==> config.mk <==
export PLATFORM = sky130hd
export DESIGN_NAME = front_layer_ctrl
export DESIGN_NICKNAME = d
export VERILOG_FILES = /design/src/rtl/front_layer_ctrl.sv
export SDC_FILE = /design/constraint.sdc
export NUM_CORES = 1
export LEC_CHECK = 0
export ABC_AREA = 1
export CORE_UTILIZATION = 54
export DETAILED_ROUTE_END_ITERATION = 8
export GPL_TIMING_DRIVEN = 0
export HOLD_SLACK_MARGIN = 0.15
export PLACE_DENSITY_LB_ADDON = 0.25
export SLEW_MARGIN = 20
export SYNTH_ARGS = -nofsm -noshare
export SYNTH_HDL_FRONTEND = slang
export SYNTH_SLANG_ARGS = --single-unit
==> constraint.sdc <==
create_clock -name i_clk -period 3.3 [get_ports i_clk]
set_clock_uncertainty 0.1 [all_clocks]
set_input_delay 0.99 -clock i_clk [delete_from_list [all_inputs] [get_ports i_clk]]
set_output_delay 0.99 -clock i_clk [all_outputs]
set_load 0.01 [all_outputs]
==> src/rtl/front_layer_ctrl.sv <==
// rtl/front_layer_ctrl.sv - conv1 front-layer sequencer: weight load, 28x28 compute sweep, pipeline drain
// Optional pass cycle counter enabled by macro FRONT_CTRL_PERF_EN.
module front_layer_ctrl #(
  parameter int W_LOAD_CYC = 158,
  parameter int OUT_DIM    = 28,
  parameter int PIPE_LAT   = 3,
  parameter int OFM_AW     = 10
) (
  input  logic              i_clk,
  input  logic              i_rst,
  input  logic              i_start,
  input  logic              i_ofm_full,
  output logic [4:0]        o_st,
  output logic [4:0]        o_in_cell_row,
  output logic [4:0]        o_in_cell_col,
  output logic              o_calc_en,
  output logic              o_ofm_we,
  output logic [OFM_AW-1:0] o_ofm_addr,
  output logic              o_busy,
  output logic              o_done,
  output logic [15:0]       o_perf_cycles
);

  typedef enum logic [4:0] {
    S_IDLE   = 5'b00001,
    S_LOAD_W = 5'b00010,
    S_CALC   = 5'b00100,
    S_DONE   = 5'b01000
  } state_t;

  localparam int LCW = $clog2(W_LOAD_CYC + 1);

  state_t                         r_st;
  logic [4:0]                     r_row;
  logic [4:0]                     r_col;
  logic [LCW-1:0]                 r_load_cnt;
  logic [2:0]                     r_drain_cnt;
  logic [PIPE_LAT-1:0]            r_dly_v;
  logic [PIPE_LAT-1:0][OFM_AW-1:0] r_dly_a;

  logic              w_compute;
  logic              w_calc_en;
  logic [OFM_AW-1:0] w_pix_addr;

  // Row OUT_DIM marks the drain phase; only rows below it issue pixels.
  assign w_compute  = (r_st == S_CALC) && (r_row < 5'(OUT_DIM));
  assign w_calc_en  = w_compute && !i_ofm_full;
  assign w_pix_addr = OFM_AW'(r_row) * OFM_AW'(OUT_DIM) + OFM_AW'(r_col);

  always_ff @(posedge i_clk) begin
    if (i_rst) begin
      r_st        <= S_IDLE;
      r_row       <= 5'd0;
      r_col       <= 5'd0;
      r_load_cnt  <= '0;
      r_drain_cnt <= 3'd0;
    end else begin
      case (r_st)
        S_IDLE: begin
          r_row       <= 5'd0;
          r_col       <= 5'd0;
          r_load_cnt  <= '0;
          r_drain_cnt <= 3'd0;
          if (i_start) r_st <= S_LOAD_W;
        end
        S_LOAD_W: begin
          if (r_load_cnt == LCW'(W_LOAD_CYC - 1)) begin
            r_load_cnt <= '0;
            r_st       <= S_CALC;
          end else begin
            r_load_cnt <= r_load_cnt + 1'b1;
          end
        end
        S_CALC: begin
          if (!i_ofm_full) begin
            if (r_row < 5'(OUT_DIM)) begin
              if (r_col == 5'(OUT_DIM - 1)) begin
                r_col <= 5'd0;
                r_row <= r_row + 5'd1;
              end else begin
                r_col <= r_col + 5'd1;
              end
            end else if (r_drain_cnt == 3'(PIPE_LAT - 1)) begin
              r_drain_cnt <= 3'd0;
              r_row       <= 5'd0;
              r_st        <= S_DONE;
            end else begin
              r_drain_cnt <= r_drain_cnt + 3'd1;
            end
          end
        end
        S_DONE: r_st <= S_IDLE;
        default: begin
          r_st        <= S_IDLE;
          r_row       <= 5'd0;
          r_col       <= 5'd0;
          r_load_cnt  <= '0;
          r_drain_cnt <= 3'd0;
        end
      endcase
    end
  end

  // Delay line mirrors the MAC latency and freezes with the datapath on back-pressure.
  always_ff @(posedge i_clk) begin
    if (i_rst) begin
      r_dly_v <= '0;
      r_dly_a <= '0;
    end else if (!i_ofm_full) begin
      r_dly_v[0] <= w_calc_en;
      r_dly_a[0] <= w_pix_addr;
      for (int i = 1; i < PIPE_LAT; i++) begin
        r_dly_v[i] <= r_dly_v[i-1];
        r_dly_a[i] <= r_dly_a[i-1];
      end
    end
  end

`ifdef FRONT_CTRL_PERF_EN
  logic [15:0] r_perf;
  always_ff @(posedge i_clk) begin
    if (i_rst) begin
      r_perf <= 16'h0000;
    end else if (r_st == S_IDLE && i_start) begin
      r_perf <= 16'h0000;
    end else if ((r_st == S_LOAD_W || r_st == S_CALC) && r_perf != 16'hFFFF) begin
      r_perf <= r_perf + 16'h0001;
    end
  end
  assign o_perf_cycles = r_perf;
`else
  assign o_perf_cycles = 16'h0000;
`endif

  assign o_st          = r_st;
  assign o_in_cell_row = r_row;
  assign o_in_cell_col = r_col;
  assign o_calc_en     = w_calc_en;
  assign o_ofm_we      = r_dly_v[PIPE_LAT-1] && !i_ofm_full;
  assign o_ofm_addr    = r_dly_a[PIPE_LAT-1];
  assign o_busy        = (r_st != S_IDLE);
  assign o_done        = (r_st == S_DONE);

endmodule

== After elaboration in Yosys (flattened, before gate mapping) ==
Index checks and enable logic that the tools add are counted.

* Register bits: 59
* Bits in latches: 0
* Bits in writable memories: 0
* ROM bits: 0
* Logic and storage cells: 64
* Memories kept: 0

* Add/subtract/negate cells: 5
* Multiply operators: 1
* Div/mod/pow operators: 0
* Order comparisons: 1
* Equal/unequal tests: 16
* Shift-type cells: 0
* Mux-type cells: 21
* Bitwise gates (word level): 1
* Reduce and logical (&&, ||, !) cells: 10

{| class="wikitable"
|+ Operators by type and width
! kind !! number
|-
| two-way mux 5 bit || 12
|-
| case mux 5 bit (2 select lines) || 2
|-
| case mux 8 bit (2 select lines) || 1
|-
| case mux 5 bit (3 select lines) || 1
|-
| adder 10 x 5 -> 10 bit || 1
|-
| adder 5 x 1 -> 5 bit (second input constant) || 2
|-
| two-way mux 3 bit || 3
|-
| adder 8 x 1 -> 8 bit (second input constant) || 1
|-
| equality test 8 bit (second input constant) || 1
|-
| multiplier 5 x 3 -> 8 bit (second input constant) || 1
|-
| two-way mux 8 bit || 1
|-
| != test 2 bit (second input constant) || 4
|-
| case mux 3 bit (2 select lines) || 1
|-
| AND reduction 3 bit || 2
|-
| equality test 5 x 1 -> 1 bit (second input constant) || 1
|-
| equality test 5 x 2 -> 1 bit (second input constant) || 1
|-
| equality test 5 x 3 -> 1 bit (second input constant) || 1
|-
| equality test 5 x 4 -> 1 bit (second input constant) || 1
|-
| equality test 5 bit (second input constant) || 1
|-
| less-than comparator 5 bit (second input constant) || 1
|-
| != test 5 x 1 -> 1 bit (second input constant) || 1
|-
| AND reduction 5 bit || 1
|-
| != test 2 x 1 -> 1 bit (second input constant) || 2
|-
| AND reduction 4 bit || 1
|-
| other kinds (8) || 11
|}

== Depth between registers and ports, before layout ==
* Word-level depth: 5
* Mapped depth: 13

== Worst setup path before layout ==
Ideal clock, no wire load.

* Kind: flip-flop to flip-flop
* Start point: register r_row[2], in the netlist o_in_cell_row[2]
* End point: register r_dly_a[9] in the netlist's numbering
* Arrival time: 2.433 ns
* Data required time: 3.091 ns
* Path slack: 0.659 ns
* Cell stages (with the launch flop): 12
* Path buffers: 0
* Clock period less this slack: 2.641 ns
* Path through: dfxtp_1 -> fa_1 -> ha_1 -> fa_1 -> xor2_2 -> nand3_1 -> nor2_1 -> nand2_1 -> nand2_1 -> nand3_1 -> nand2_1 -> inv_1

* Longest elaborated chain between the ends: 2

{| class="wikitable"
|+ RTL lines
! item !! line !! source
|-
| from (decl) || 34 || <nowiki>logic [4:0] r_row;</nowiki>
|-
| from (signal assigned) || 79 || <nowiki>r_row <= r_row + 5'd1;</nowiki>
|-
| multiplier 5 x 3 -> 8 bit || 48 || <nowiki>assign w_pix_addr = OFM_AW'(r_row) * OFM_AW'(OUT_DIM) + OFM_AW'(r_col);</nowiki>
|-
| adder 10 x 5 -> 10 bit || 48 ||
|-
| to (signal, indexed assignment) || 114 || <nowiki>r_dly_a[i] <= r_dly_a[i-1];</nowiki>
|-
| to (decl) || 39 || <nowiki>logic [PIPE_LAT-1:0][OFM_AW-1:0] r_dly_a;</nowiki>
|}

Every way passes these cells.
A chain may end at the register's enable or synchronous reset.

== Worst setup path after layout ==
* Start point: register r_row[3], in the netlist o_in_cell_row[3]
* End point: output port o_calc_en

* Longest elaborated chain between the ends: 3

{| class="wikitable"
|+ RTL lines
! item !! line !! source
|-
| less-than comparator 5 bit || 46 || <nowiki>assign w_compute = (r_st == S_CALC) && (r_row < 5'(OUT_DIM));</nowiki>
|-
| logical AND 1 bit || 46 ||
|-
| logical AND 1 bit || 47 || <nowiki>assign w_calc_en = w_compute && !i_ofm_full;</nowiki>
|-
| to (decl) || 16 || <nowiki>output logic o_calc_en,</nowiki>
|}

Every way passes these cells.

==> run summary <==
CTS Hold Bufs: 0
Synth Register Bits: 58
largest net degree at the start of global routing: 12
CTS tree: yes
worst path bufs/invs: 3
die footprint: 6300 sq um
Pwr Density: 511.6 nW/um^2
Initial Util: 0.5731
GPL Wtd Cong: 0.9275
slew margin rel.: 0.5943
Synth area leaders: dfxtp_1 (36%), nor2_1 (10%), buf_4 (6.7%)
# diodes: 0
Max Fanout on Critical Path: 9
ys flop type: dfxtp_1
vias in the first global route: 2515
# fillers: 473
YS warnings: 0
CP arrival: 2.06 ns
wire per inst: 11.05 um
first-pass GRT wire length: 10560 um
WP data required: 2.21 ns
Critical Path Slowest Stage Cell: clkdlybuf4s50_1
WL final: 6307 um
Clk pin slew, worst setup/hold paths: 0.07 ns
fmax: 317.5 MHz
Synth Area per Inst: 7.415 sq um
worst-case reg-to-reg path depth: 8
antenna violations before repair: 0
asr flop ratio synth: 0
Worst setup EP type: primary output
maxcap violations: 0
Max VDD drop: 400.9 uV
flop2flop setup slack: 0.44 ns
1st-pass router iterations: 4
Clk Latency, worst-skew pair: 0.34 ns
post-synth top area cell: dfxtp_1
grt ovf: 0
Syn Inst Count: 436
WHS: 0.3597 ns
synth cell count leaders: nor2_1 (89), dfxtp_1 (58), nand2_1 (51), inv_1 (39), o21ai_0 (35)
drc violations: 0
pin slew with the least headroom to its limit: 0.6045 ns
Layout area overhead: 21.71%
share of the synthesized area in the top cell type: 0.3591
CP max stage delay: 0.55 ns
Post-CTS Setup Inserts: 0
DP Wirelength: 4629 um
Iter 0 DRT Violations: 96
R2R Path Start: o_in_cell_row[2]$_SDFFE_PP0P_
Avg Vias per Cell: 4.891
CTS root buf: clkbuf_8
maximum buffer depth of the clock tree: 2
remaining antenna violation count: 0
worst-path cell chain: ha_1, nand2_1, inv_2, nor2_4, inv_2, nor2_2, clkdlybuf4s50_1
EDFF count, synth: 0
Hold Path Stages: 2
CTS sink count: 58
# nets final: 520
critical path startpoint category: flip-flop
shortest period the worst path allows: 3.150 ns
Cell Area, Synth: 3233 sq um
cts repair resizes: 4
CP most frequent cell: inv_2
status: complete, no violations
period utilisation layout: 0.9544
CP delay by family, top: buffers and inverters
Die Height: 79.38 um
worst min path class: reg2reg
number of port buffers: 31
Final Hold Fails: 0
P_leak: 1.839 nW
setup tns final: 0 ns
R2R Path End: r_dly_a[8]$_SDFFE_PP0N_
layout cells sized above 1: 0.1463
H-tree depth: 3
Num CTS Buffers: 9
RSZ-0062 raised after global routing: false
I/O pin cnt: 49
critical path class: reg2out
setup violators final: 0
count leader, synth: nor2_1
row count: 27
width of the die: 79.38 um
library cells used by synthesis: 36
GRT Total Usage: 0.2197
Core ar.: 5642 sq um
sequential share of the synthesized area: 0.3591
Hold Path End: r_dly_v[2]$_SDFFE_PP0N_
fin. max-slew vios: 0
DR vias: 2793
Worst Hold Launch: r_dly_v[2]$_SDFFE_PP0N_
## cells in the final DEF (no fill, tap or decap), types with 2 or more instances in the layout
cell             Yosys  layout
ha_1                16      16
clkbuf_1            10       9
conb_1               1      17
bufinv_16            0       3
nand2_2              4       4
clkinv_2             0       2
dfxtp_2              0       2
nand2_1             51      51
inv_2                2       3
dfxtp_1             58      56
nor2_2               5       5
nand4_1              5       5
nor2_4               2       2
o21ai_0             35      35
clkbuf_8             0       9
inv_1               39      38
buf_4               29      30
a21oi_1             22      22
or2_2                3       3
xnor2_1              3       3
nor3_1               5       5
nor2_1              89      89
nand3_1             25      25
xor2_1               6       6
fa_1                 6       6
nand3_2              2       2
clkdlybuf4s50_1      0      30
o21ai_1              4       4
or2_0                2       2
## cell type report
| class | count | area (sq um) | share of cell area |
|---|---|---|---|
| clock inverter | 7 | 116.4 | 0.02957 |
| sequential | 58 | 1164 | 0.2957 |
| clock buffer | 9 | 123.9 | 0.03148 |
| inverter | 41 | 153.9 | 0.03911 |
| multi-input combinational | 313 | 1712 | 0.4350 |
| buffer | 40 | 270.3 | 0.06868 |
| timing repair buffer | 31 | 305.3 | 0.07758 |
| tap | 72 | 90.09 | 0.02289 |
## metal layers
layer | global-route usage | vias up | share of wire
met1 | 0.2505 | 1264 | 0.46
met4 | 0.1255 | 0 | 0.021
met3 | 0.06171 | 13 | 0.041
li1 | - | 1459 | -
met2 | 0.3672 | 57 | 0.48
met5 | 0 | - | 0
## worst max path at each step
stage,startpoint,endpoint,slack (ns),cells past startpoint
after global placement,i_ofm_full,o_ofm_we,-0.41,4
after CTS,i_ofm_full,o_ofm_we,0.002,4
final,o_in_cell_row[3]$_SDFFE_PP0P_,o_calc_en,0.15,7
after floorplan,o_in_cell_row[2]$_SDFFE_PP0P_,r_dly_a[9]$_SDFFE_PP0N_,0.66,11
after global routing,o_in_cell_row[3]$_SDFFE_PP0P_,o_calc_en,0.002,7
after detailed placement,i_ofm_full,o_ofm_we,-0.41,4
## cell families after synthesis
kind of cell,after synthesis,synth area share
xor gates and xnor gates,10,0.02941
and+or+nand+nor,198,0.2752
buffers and inverters,81,0.1300
AOI/OAI and AO/OA,66,0.1060
DFF,58,0.3591
other,1,0.001160
adders and majority gates,22,0.09907
## state kept, by name (all words and copies together), names as in the netlist
register,cells
r_dly_a,20
r_dly_v,3
r_load_cnt,8
o_st,4
r_drain_cnt,3
o_in_cell_col,5
o_ofm_addr,10
o_in_cell_row,5
## power by group
group | total (mW) | internal (mW) | leakage [nW] | switching [mW]
clock network | 0.796 | 0.501 | 0.120 | 0.295
registers | 0.793 | 0.749 | 0.475 | 0.0434
logic | 0.425 | 0.191 | 1.24 | 0.234
## stage by stage
stage | setup WS, ns | total power [mW] | area [sq um] | cells | utilization
after floorplan | 0.6585 | 1.087 | 3293 | 452 | -
after global placement | -0.4055 | 1.220 | 3694 | 555 | 0.6547
after detailed placement | -0.4095 | 1.231 | 3694 | 555 | 0.6547
after CTS | 0.001771 | 2.028 | 3938 | 571 | 0.6979
after global routing | 0.002049 | 2.114 | 3935 | 571 | 0.6975
final | 0.1505 | 2.013 | 3935 | 571 | 0.6975
## worst register-to-register path: cells and delay by family (launching register included)
kind | cells | cell delay, ns
and+or+nand+nor | 3 | 0.44
adders and majority gates | 3 | 1.33
DFF | 1 | 0.64
AOI/OAI and AO/OA | 2 | 0.30
Power figures use the tool's default switching activity.
